--- src/rtl/display_pkg.sv ---
// Shared display constants: FSM state codes and default panel geometry
// used by the loader, driver, memory and colour encoder.
package display_pkg;

  localparam logic [1:0] ST_IDLE      = 2'd0;
  localparam logic [1:0] ST_LOAD      = 2'd1;
  localparam logic [1:0] ST_WAIT_FLIP = 2'd2;

  localparam int DEFAULT_ROWS            = 8;
  localparam int DEFAULT_COLUMNS         = 32;
  localparam int DEFAULT_BYTES_PER_PIXEL = 3;
  localparam int DEFAULT_BITDEPTH        = 8 * DEFAULT_BYTES_PER_PIXEL;

  function automatic int frame_pixels(input int n_rows, input int n_cols);
    return n_rows * n_cols;
  endfunction

endpackage

--- src/rtl/pixel_assembler.sv ---
// Collects bytes MSB-first into one pixel; start_i forces the byte to be
// byte 0 of a fresh pixel regardless of any partial pixel in progress.
module pixel_assembler #(
  parameter int BYTES = 3,
  parameter int WIDTH = 24
) (
  input  logic             clk,
  input  logic             rst,
  input  logic             byte_valid_i,
  input  logic             start_i,
  input  logic [7:0]       data_i,
  output logic [WIDTH-1:0] pixel_o,
  output logic             pixel_valid_o
);

  localparam int CNT_W = (BYTES > 1) ? $clog2(BYTES) : 1;

  logic [WIDTH-1:0] shift_q, shift_d;
  logic [CNT_W-1:0] cnt_q, cnt_d;
  logic [CNT_W-1:0] idx;

  always_comb begin
    idx           = start_i ? '0 : cnt_q;
    shift_d       = shift_q;
    cnt_d         = cnt_q;
    pixel_valid_o = 1'b0;
    if (byte_valid_i) begin
      // Older bytes move up, so byte 0 ends in the top byte lane.
      shift_d = WIDTH'({shift_q, data_i});
      if (idx == CNT_W'(BYTES - 1)) begin
        cnt_d         = '0;
        pixel_valid_o = 1'b1;
      end else begin
        cnt_d = idx + 1'b1;
      end
    end
  end

  assign pixel_o = shift_d;

  always_ff @(posedge clk or posedge rst) begin
    if (rst) begin
      shift_q <= '0;
      cnt_q   <= '0;
    end else begin
      shift_q <= shift_d;
      cnt_q   <= cnt_d;
    end
  end

endmodule

--- src/rtl/frame_loader.sv ---
// Writes assembled pixels row-major into the back buffer, then holds a flip
// request until the driver signals a safe frame boundary.
module frame_loader
  import display_pkg::*;
#(
  parameter int rows            = DEFAULT_ROWS,
  parameter int columns         = DEFAULT_COLUMNS,
  parameter int bytes_per_pixel = DEFAULT_BYTES_PER_PIXEL,
  parameter int width           = DEFAULT_BITDEPTH
) (
  input  logic                       clk,
  input  logic                       rst,
  input  logic [7:0]                 data,
  input  logic                       valid,
  input  logic                       sot,
  input  logic                       eot,
  input  logic                       safe_flip,
  output logic                       wen,
  output logic [$clog2(rows)-1:0]    wrow,
  output logic [$clog2(columns)-1:0] wcol,
  output logic [width-1:0]           wdata,
  output logic                       flip,
  output logic                       busy,
  output logic                       frame_done,
  output logic                       short_frame
);

  localparam int TOTAL = frame_pixels(rows, columns);
  localparam int RW    = $clog2(rows);
  localparam int CW    = $clog2(columns);
  localparam int PW    = $clog2(TOTAL + 1);

  logic [1:0]       state_q, state_d;
  logic [PW-1:0]    pcnt_q, pcnt_d;
  logic [RW-1:0]    row_q, row_d;
  logic [CW-1:0]    col_q, col_d;
  logic             wen_q, wen_d;
  logic [RW-1:0]    wrow_q, wrow_d;
  logic [CW-1:0]    wcol_q, wcol_d;
  logic [width-1:0] wdata_q, wdata_d;
  logic             flip_q, flip_d;
  logic             busy_q;
  logic             done_q, done_d;
  logic             short_q, short_d;

  logic             in_load;
  logic             accept;
  logic             start;
  logic [width-1:0] pixel;
  logic             pixel_valid;

  assign in_load = (state_q == ST_LOAD);
  assign accept  = valid && ((state_q == ST_IDLE && sot) || in_load);
  assign start   = accept && sot;

  pixel_assembler #(
    .BYTES (bytes_per_pixel),
    .WIDTH (width)
  ) u_asm (
    .clk           (clk),
    .rst           (rst),
    .byte_valid_i  (accept),
    .start_i       (start),
    .data_i        (data),
    .pixel_o       (pixel),
    .pixel_valid_o (pixel_valid)
  );

  always_comb begin
    state_d = state_q;
    pcnt_d  = pcnt_q;
    row_d   = row_q;
    col_d   = col_q;
    wen_d   = 1'b0;
    wrow_d  = wrow_q;
    wcol_d  = wcol_q;
    wdata_d = wdata_q;
    flip_d  = flip_q;
    done_d  = 1'b0;
    short_d = 1'b0;

    if (start) begin
      state_d = ST_LOAD;
      pcnt_d  = '0;
      row_d   = '0;
      col_d   = '0;
    end

    // Once the frame is full, further pixels are dropped without wrapping.
    if (pixel_valid && pcnt_d != PW'(TOTAL)) begin
      wen_d   = 1'b1;
      wrow_d  = row_d;
      wcol_d  = col_d;
      wdata_d = pixel;
      pcnt_d  = pcnt_d + 1'b1;
      if (col_d == CW'(columns - 1)) begin
        col_d = '0;
        row_d = row_d + 1'b1;
      end else begin
        col_d = col_d + 1'b1;
      end
    end

    // Uses the post-write count so a final pixel coinciding with eot counts.
    if (in_load && eot) begin
      if (pcnt_d == PW'(TOTAL)) begin
        state_d = ST_WAIT_FLIP;
      end else begin
        short_d = 1'b1;
        state_d = ST_IDLE;
      end
    end

    if (state_q == ST_WAIT_FLIP && safe_flip) begin
      flip_d  = ~flip_q;
      done_d  = 1'b1;
      state_d = ST_IDLE;
    end
  end

  always_ff @(posedge clk or posedge rst) begin
    if (rst) begin
      state_q <= ST_IDLE;
      pcnt_q  <= '0;
      row_q   <= '0;
      col_q   <= '0;
      wen_q   <= 1'b0;
      wrow_q  <= '0;
      wcol_q  <= '0;
      wdata_q <= '0;
      flip_q  <= 1'b0;
      busy_q  <= 1'b0;
      done_q  <= 1'b0;
      short_q <= 1'b0;
    end else begin
      state_q <= state_d;
      pcnt_q  <= pcnt_d;
      row_q   <= row_d;
      col_q   <= col_d;
      wen_q   <= wen_d;
      wrow_q  <= wrow_d;
      wcol_q  <= wcol_d;
      wdata_q <= wdata_d;
      flip_q  <= flip_d;
      busy_q  <= (state_d != ST_IDLE);
      done_q  <= done_d;
      short_q <= short_d;
    end
  end

  assign wen         = wen_q;
  assign wrow        = wrow_q;
  assign wcol        = wcol_q;
  assign wdata       = wdata_q;
  assign flip        = flip_q;
  assign busy        = busy_q;
  assign frame_done  = done_q;
  assign short_frame = short_q;

endmodule

--- config.mk ---
export PLATFORM = sky130hd
export DESIGN_NAME = frame_loader
export DESIGN_NICKNAME = d
export VERILOG_FILES = /design/src/rtl/display_pkg.sv /design/src/rtl/pixel_assembler.sv /design/src/rtl/frame_loader.sv
export SDC_FILE = /design/constraint.sdc
export NUM_CORES = 1
export LEC_CHECK = 0
export ABC_AREA = 1
export CORE_ASPECT_RATIO = 0.9
export CORE_MARGIN = 2
export CORE_UTILIZATION = 35
export DETAILED_ROUTE_END_ITERATION = 7
export GPL_ROUTABILITY_DRIVEN = 0
export PLACE_DENSITY_LB_ADDON = 0.15
export SYNTH_ARGS = -nofsm -noshare
export SYNTH_HDL_FRONTEND = slang
export SYNTH_HIERARCHICAL = 1
export SYNTH_SLANG_ARGS = --single-unit
--- constraint.sdc ---
create_clock -name clk -period 5 [get_ports clk]
set_input_delay 1 -clock clk [delete_from_list [all_inputs] [get_ports clk]]
set_output_delay 1 -clock clk [all_outputs]
set_load 0.01 [all_outputs]
Word level (Yosys, flattened, before mapping)
Index checks and enable logic that the tools add are counted.
{"block": "totals", "ff_bits": 82, "latchBits": 0, "ram_bits": 0, "rom_bits": 0, "input_bits": 14, "mem_count": 0}
{"block": "op_classes", "addsub": 4, "mul": 0, "div_mod_pow": 0, "n_lt_le_gt_ge": 0, "n_eq_ne": 6, "shift": 0, "muxes": 21, "bitwise_logic": 1, "reduce_logical": 9}
{"op": "two-way mux 24 bit", "n": 1}
{"op": "two-way mux 9 bit", "n": 2}
{"op": "two-way mux 5 bit", "n": 3}
{"op": "two-way mux 2 bit", "n": 6}
{"op": "adder 9 x 1 -> 9 bit, second input constant", "n": 1}
{"op": "equality test 9 bit, second input constant", "n": 1}
{"op": "two-way mux 3 bit", "n": 3}
{"op": "!= test 9 bit, second input constant", "n": 1}
{"op": "logical AND 1 bit", "n": 6}
{"op": "two-way mux 1 bit", "n": 6}
{"op": "adder 5 x 1 -> 5 bit, second input constant", "n": 1}
{"op": "equality test 5 bit, second input constant", "n": 1}
{"op": "equality test 2 bit, second input constant", "n": 2}
{"op": "adder 3 x 1 -> 3 bit, second input constant", "n": 1}
{"op": "adder 2 x 1 -> 2 bit, second input constant", "n": 1}
{"op": "equality test 2 x 1 -> 1 bit, second input constant", "n": 1}
{"op": "logical NOT 2 bit", "n": 1}
{"op": "nonzero test 2 bit", "n": 1}
{"op": "logical OR 1 bit", "n": 1}
{"op": "inverter 1 bit", "n": 1}

Logic depth before layout (Yosys ltp)
{"block": "logic_depth", "depth_word": 16, "depth_mapped": 20, "ltp_nobuf": 18}

Modules after synthesis
The synthesis kept the hierarchy.
{"mod": "frame_loader", "n_inst": 1, "cells_each": 317, "area_per_inst_um2": 2583.7, "seq_area_each_um2": 1401.3}
{"mod": "pixel_assembler", "n_inst": 1, "cells_each": 108, "area_per_inst_um2": 1021.0, "seq_area_each_um2": 650.6}

Worst setup path before layout
OpenSTA, ideal clock, no wires.
{"block": "synth_timing", "path_kind": "input port to flip-flop", "start": "in sot", "end": "reg busy_q, in the netlist busy", "setup_time_ps": 65, "t_arrival_ps": 2887, "setup_slack_ps": 2048, "cell_stages": 18, "n_path_buf": 3, "cell_sequence": "nand3_4 buf_6 buf_2 inv_1 inv_1 nand2_1 nor3_4 clkbuf_1 inv_1 nor2_2 nand3_1 nand2_1 nand2_1 nor2_2 nand3_1 nand2_1 nand2_1 nand2_1"}
{"block": "synth_via", "elab_chain_len": 15, "word_cells_on_any_way": 19, "cone_classes": "add/sub: 1; eq/ne: 3; mux: 9; reduce/logical: 6"}
{"element": "start, declared", "line_no": "frame_loader.sv:15", "text": "input logic sot,"}
{"element": "logical AND 1 bit", "line_no": "frame_loader.sv:53", "text": "assign accept = valid && ((state_q == ST_IDLE && sot) || in_load);"}
{"element": "logical OR 1 bit", "line_no": "frame_loader.sv:53"}
{"element": "logical AND 1 bit", "line_no": "frame_loader.sv:53"}
{"element": "logical AND 1 bit *", "line_no": "frame_loader.sv:54", "text": "assign start = accept && sot;"}
{"element": "via start", "line_no": "frame_loader.sv:48", "text": "logic start;"}
{"element": "two-way mux 2 bit *", "line_no": "pixel_assembler.sv:23", "text": "idx = start_i ? '0 : cnt_q;"}
{"element": "equality test 2 bit *", "line_no": "pixel_assembler.sv:30", "text": "if (idx == CNT_W'(BYTES - 1)) begin"}
{"element": "two-way mux 1 bit *", "line_no": "pixel_assembler.sv:30"}
{"element": "two-way mux 1 bit *", "line_no": "pixel_assembler.sv:27", "text": "if (byte_valid_i) begin"}
{"element": "via pixel_valid", "line_no": "frame_loader.sv:50", "text": "logic pixel_valid;"}
{"element": "logical AND 1 bit *", "line_no": "frame_loader.sv:90", "text": "if (pixel_valid && pcnt_d != PW'(TOTAL)) begin"}
{"element": "two-way mux 9 bit *", "line_no": "frame_loader.sv:90"}
{"element": "equality test 9 bit *", "line_no": "frame_loader.sv:106", "text": "if (pcnt_d == PW'(TOTAL)) begin"}
{"element": "two-way mux 2 bit *", "line_no": "frame_loader.sv:106"}
{"element": "two-way mux 2 bit *", "line_no": "frame_loader.sv:105", "text": "if (in_load && eot) begin"}
{"element": "two-way mux 2 bit *", "line_no": "frame_loader.sv:114", "text": "if (state_q == ST_WAIT_FLIP && safe_flip) begin"}
{"element": "nonzero test 2 bit *", "line_no": "frame_loader.sv:145", "text": "busy_q <= (state_d != ST_IDLE);"}
{"element": "end signal, assigned", "line_no": "frame_loader.sv:145"}
{"element": "end, declared", "line_no": "frame_loader.sv:42", "text": "logic busy_q;"}
Mark *: on every way through the listed nets, which the timed path passes. The rest lies on a longest branch.
A chain may end at the register's enable or synchronous reset.

Final worst setup path
{"block": "layout_timing", "start": "in valid", "end": "reg row_q[2]"}
{"block": "layout_via", "elab_chain_len": 8, "word_cells_on_any_way": 15, "cone_classes": "add/sub: 1; eq/ne: 3; mux: 8; reduce/logical: 3"}
{"element": "start, declared", "line_no": "frame_loader.sv:14", "text": "input logic valid,"}
{"element": "logical AND 1 bit", "line_no": "frame_loader.sv:53"}
{"element": "logical AND 1 bit", "line_no": "frame_loader.sv:54"}
{"element": "via start", "line_no": "frame_loader.sv:48"}
{"element": "two-way mux 2 bit", "line_no": "pixel_assembler.sv:23"}
{"element": "equality test 2 bit", "line_no": "pixel_assembler.sv:30"}
{"element": "two-way mux 1 bit", "line_no": "pixel_assembler.sv:30"}
{"element": "two-way mux 1 bit", "line_no": "pixel_assembler.sv:27"}
{"element": "via pixel_valid", "line_no": "frame_loader.sv:50"}
{"element": "logical AND 1 bit", "line_no": "frame_loader.sv:90"}
{"element": "two-way mux 3 bit", "line_no": "frame_loader.sv:90"}
{"element": "via row_d[2]", "line_no": "frame_loader.sv:35", "text": "logic [RW-1:0] row_q, row_d;"}
{"element": "end signal, assigned", "line_no": "frame_loader.sv:138", "text": "row_q <= row_d;"}
{"element": "end, declared", "line_no": "frame_loader.sv:35"}
The timed path passes the listed nets, and every way through them passes these cells.

==> results_tabular.tex <==
\begin{tabular}{lr}
\hline
Metric & Value \\
\hline
\multicolumn{2}{l}{\textbf{Setup path}} \\
Critical Setup Path Class & input port to flop \\
Critical Path RT & $\sim$5.2 ns \\
Reg2Reg Capture Point & row\_q[2] \\
Arrival time at the worst endpoint & $\sim$3.7 ns \\
Sequence of cells on the critical path & clkdlybuf4s50\_1, nand3\_4, inv\_1, inv\_1, nand2\_1, nor3\_4, nand2\_1, buf\_4, nor2\_2, nand2\_1, xor2\_1 \\
CP dominant cell by count & sky130\_fd\_sc\_hd\_\_nand2\_1 \\
Crit end category & flop \\
Length in cells of the worst reg-to-reg path & 11 \\
Sort of element at the start of the critical path & input port \\
Stage delay of the slowest cell on the critical path & between 0.4 and 0.5 ns \\
Reg-to-reg setup timing slack & around 2.3 ns \\
Sum of buffers and inverters on the critical path & 4 \\
Top Family by Delay on Critical Path & simple AND/OR/NAND/NOR gates \\
Cell count along the critical path & 11 \\
Critical path fanouts, max & 24 \\
Startpoint of the worst register-to-register path & state\_q[1] \\
Slowest cell on crit path & sky130\_fd\_sc\_hd\_\_clkdlybuf4s50\_1 \\
\multicolumn{2}{l}{\textbf{Timing}} \\
RSZ-0062 raised after global routing & no \\
Worst setup skew after layout & around 0.0087 ns \\
Minimum setup slack in the final design & $\sim$1.6 ns \\
Final min period & about 3.4 ns \\
Period Utilization, post-route & 68.9\% \\
Number of endpoints failing setup at the final stage & 0 \\
Fin. max-slew vios & 0 \\
Hold violation total from the final report & 0 \\
Tightest Pin Transition & $\sim$1 ns \\
Maximum clock frequency & just under 300 MHz \\
Final worst hold slack & 0.469 ns \\
Slew margin rel. & 33.4\% \\
Final TNS setup & 0 ns \\
\multicolumn{2}{l}{\textbf{Pwr}} \\
Portion of total power attributed to sequential cells & 51.7\% \\
Fraction of power consumed by combinational cells & about 1.9\% \\
Switching portion of total power & a little over a fifth \\
Maximum ir drop on the vdd rail & about 0.00016 V \\
Net switching component of the power & 0.273 mW \\
Cell internal power dissipation & around 1 mW \\
Clock group share of total power & 46.4\% \\
Static leakage power & 2.39 nW \\
Power density normalized to cell area & roughly 290 nW/µm² \\
\multicolumn{2}{l}{\textbf{Routing}} \\
Antenna-violating nets left & 0 \\
Wire length per cell after detailed routing & around 13 µm \\
Iter 0 DRT Violations & 87 \\
First-pass DRT Iterations & 4 \\
Detailed-route wire length & roughly 7700 µm \\
Post-route DRC & 0 \\
DR vias & between 2k and 3k \\
Vias per cell & 4.58 \\
\multicolumn{2}{l}{\textbf{Synthesis}} \\
Flops \& latches, synth & a little over 80 \\
Top cell type's share of synthesized area & 56.9\% \\
Post-Syn Area & 3600 µm² \\
Cell type contributing the most total cell area after synthesis & sky130\_fd\_sc\_hd\_\_dfrtp\_1 \\
Synthesis warning total & 6 \\
Synth area leaders & sky130\_fd\_sc\_hd\_\_dfrtp\_1 (57\%), sky130\_fd\_sc\_hd\_\_nand2\_1 (19\%), sky130\_fd\_sc\_hd\_\_inv\_1 (4.6\%) \\
Number of cells produced by synthesis & about 430 \\
Post-synth net total & approximately 440 \\
Number of distinct library cells after synthesis & 27 \\
Mean Syn Cell Area & around 8.5 µm² \\
Part of the Yosys area used for sequential elements & about 57\% \\
\multicolumn{2}{l}{\textbf{Clock network}} \\
Clock insertion delay at the later pin of the skew report & 0.33 ns \\
Bufs on Longest Clock Path & 2 \\
CTS Buf Count & 9 \\
CTS tree & built \\
Clock slew seen by the registers of the worst setup and hold paths & about 0.060 ns \\
H-tree depth reported by CTS & 3 \\
Setup Buffers After CTS & 0 \\
Gates resized, CTS repair & 0 \\
Library cell used as clock root buffer & sky130\_fd\_sc\_hd\_\_clkbuf\_16 \\
Number of hold buffers added after cts & 0 \\
Clock Sink Count & 82 \\
\multicolumn{2}{l}{\textbf{Min path}} \\
Min-Delay Startpoint & u\_asm/shift\_q[18] \\
Hold Path Class & flop to flop \\
Capture endpoint of the worst hold path & u\_asm/shift\_q[18] \\
Instance count along the most critical hold path & 2 \\
\multicolumn{2}{l}{\textbf{Job}} \\
Max-Cap Viols & 0 \\
\multicolumn{2}{l}{\textbf{Global route}} \\
Via count of the first global-routing pass & between 2k and 3k \\
Maximum number of pins on one net before global-route repair & 36 \\
Antenna violations before repair & 0 \\
GRT Util Overall & roughly 15\% \\
First-pass GRT wire length & $\sim$13,000 µm \\
Residual overflow from global routing & 0 \\
\multicolumn{2}{l}{\textbf{Cells and area}} \\
Fraction of layout instances using a drive strength above 1 & under 10\% \\
Synth-to-layout area growth & 23.9\% \\
Final layout net count & about 500 \\
Antenna diode count & 0 \\
Util after Layout & between 40 and 50\% \\
Final standard cell area without fillers & $\sim$4500 µm² \\
\multicolumn{2}{l}{\textbf{Placement}} \\
Dpl ws & $\sim$1.2 ns \\
Total half-perimeter wirelength after legalization and detailed placement & 5260 µm \\
Placement Cell Area & $\sim$4200 µm² \\
Count of port buffers added during placement & 50 \\
\multicolumn{2}{l}{\textbf{Floorplanning}} \\
Number of placed I/O pins & 51 \\
X dimension of the die & about 110 µm \\
DIE AREA & roughly 11,000 µm² \\
Number of core rows & 35 \\
Starting utilization of the core area & approximately 36\% \\
Die span in y & around 100 µm \\
Floorplan Core Area & $\sim$10,000 µm² \\
\multicolumn{2}{l}{\textbf{Status}} \\
Run status & complete, no violations \\
\hline
\end{tabular}
## layer usage
metal	up-vias	global-route usage [%]	part of all wire, %
met5	-	0	0
met4	0	4.71	0.78
met3	4	3.26	3.5
li1	1403	-	-
met2	46	25.5	48
met1	1336	18.5	48
## metrics by stage
| step | total power, mW | instances |
|---|---|---|
| after detailed placement | 0.702 | 593 |
| final | 1.28 | 609 |
| after global placement | 0.702 | 593 |
| after global routing | 1.33 | 609 |
| after floorplan | 0.686 | 425 |
| after CTS | 1.31 | 609 |
## cells by family (layout without fill, tap and decap cells)
| kind of cell | count (synthesis) | in the layout | synth area share, % |
|---|---|---|---|
| simple gates | 237 | 237 | 27.9 |
| buf+inv | 64 | 119 | 7.88 |
| fa+ha+maj | 4 | 4 | 1.39 |
| xor+xnor | 5 | 5 | 1.22 |
| flops | 82 | 82 | 56.9 |
| compound gates | 33 | 33 | 4.72 |
## final cells by class
| class | instances | area [µm²] |
|---|---|---|
| Clock buffer | 12 | 236 |
| Clock inverter | 4 | 27.5 |
| Fill cell | 1026 | 5650 |
| Inverter | 48 | 183 |
| Multi-Input combinational cell | 279 | 1270 |
| Sequential cell | 82 | 2050 |
| Tap cell | 129 | 161 |
| Timing Repair Buffer | 55 | 538 |
## cells in the final DEF, fill, tap and decap left out, drive strengths merged
cell             n
a21oi            2
buf              5
clkbuf          12
clkdlybuf4s50   50
clkinv           3
dfrtp           82
ha               4
inv             49
nand2          188
nand3           21
nand4            4
nor2            18
nor3             4
nor3b            2
o211a            1
o21ai           30
xnor2            2
xor2             3
## cells in the mapped netlist
cell type,number
sky130_fd_sc_hd__nor3b_1,2
sky130_fd_sc_hd__nor2_2,5
sky130_fd_sc_hd__buf_4,2
sky130_fd_sc_hd__dfrtp_1,82
sky130_fd_sc_hd__inv_2,3
sky130_fd_sc_hd__o21ai_1,8
sky130_fd_sc_hd__o211a_1,1
sky130_fd_sc_hd__a21oi_1,2
sky130_fd_sc_hd__o21ai_0,22
sky130_fd_sc_hd__nand2_2,3
sky130_fd_sc_hd__nor2_1,12
sky130_fd_sc_hd__buf_2,9
sky130_fd_sc_hd__nor2_4,1
sky130_fd_sc_hd__nand3_4,1
sky130_fd_sc_hd__buf_6,3
sky130_fd_sc_hd__nand4_1,4
sky130_fd_sc_hd__inv_1,44
sky130_fd_sc_hd__clkbuf_1,2
sky130_fd_sc_hd__xor2_1,3
sky130_fd_sc_hd__nand2_1,183
sky130_fd_sc_hd__nor3_1,3
sky130_fd_sc_hd__xnor2_1,2
sky130_fd_sc_hd__inv_4,1
sky130_fd_sc_hd__nor3_4,1
sky130_fd_sc_hd__ha_1,4
sky130_fd_sc_hd__nand3_1,20
sky130_fd_sc_hd__nand2_4,2
## worst max-delay path by stage
| stage | startpoint | to | slack [ns] |
|---|---|---|---|
| 6_report | valid | row_q[2] | 1.55 |
| 3_3_place_gp | sot | row_q[2] | 1.29 |
| 4_1_cts | valid | row_q[2] | 1.54 |
| 2_1_floorplan | sot | busy | 2.05 |
| 3_5_place_dp | valid | row_q[2] | 1.19 |
| 5_1_grt | sot | row_q[2] | 1.24 |
## worst min-delay path, cell delays in order, from the launching register on
cell and delay [ns]:
sky130_fd_sc_hd__dfrtp_1 0.32, sky130_fd_sc_hd__nand2_1 0.05, sky130_fd_sc_hd__nand2_1 0.06
## registers in the layout (all words and copies together), names as in the netlist
signal / count
wdata: 24
u_asm/shift_q: 24
state_q: 2
pcnt_q: 9
wen: 1
busy: 1
col_q: 5
u_asm/cnt_q: 2
row_q: 3
short_frame: 1
wrow: 3
frame_done: 1
flip: 1
wcol: 5
## power by group through the flow
stage	logic (mW)	clock network, mW	registers [mW]
after floorplan	0.00975	0	0.676
after global placement	0.0260	0	0.676
after detailed placement	0.0263	0	0.676
after CTS	0.0262	0.616	0.663
after global routing	0.0284	0.639	0.663
final	0.0246	0.596	0.664
Power figures use the tool's default switching activity.
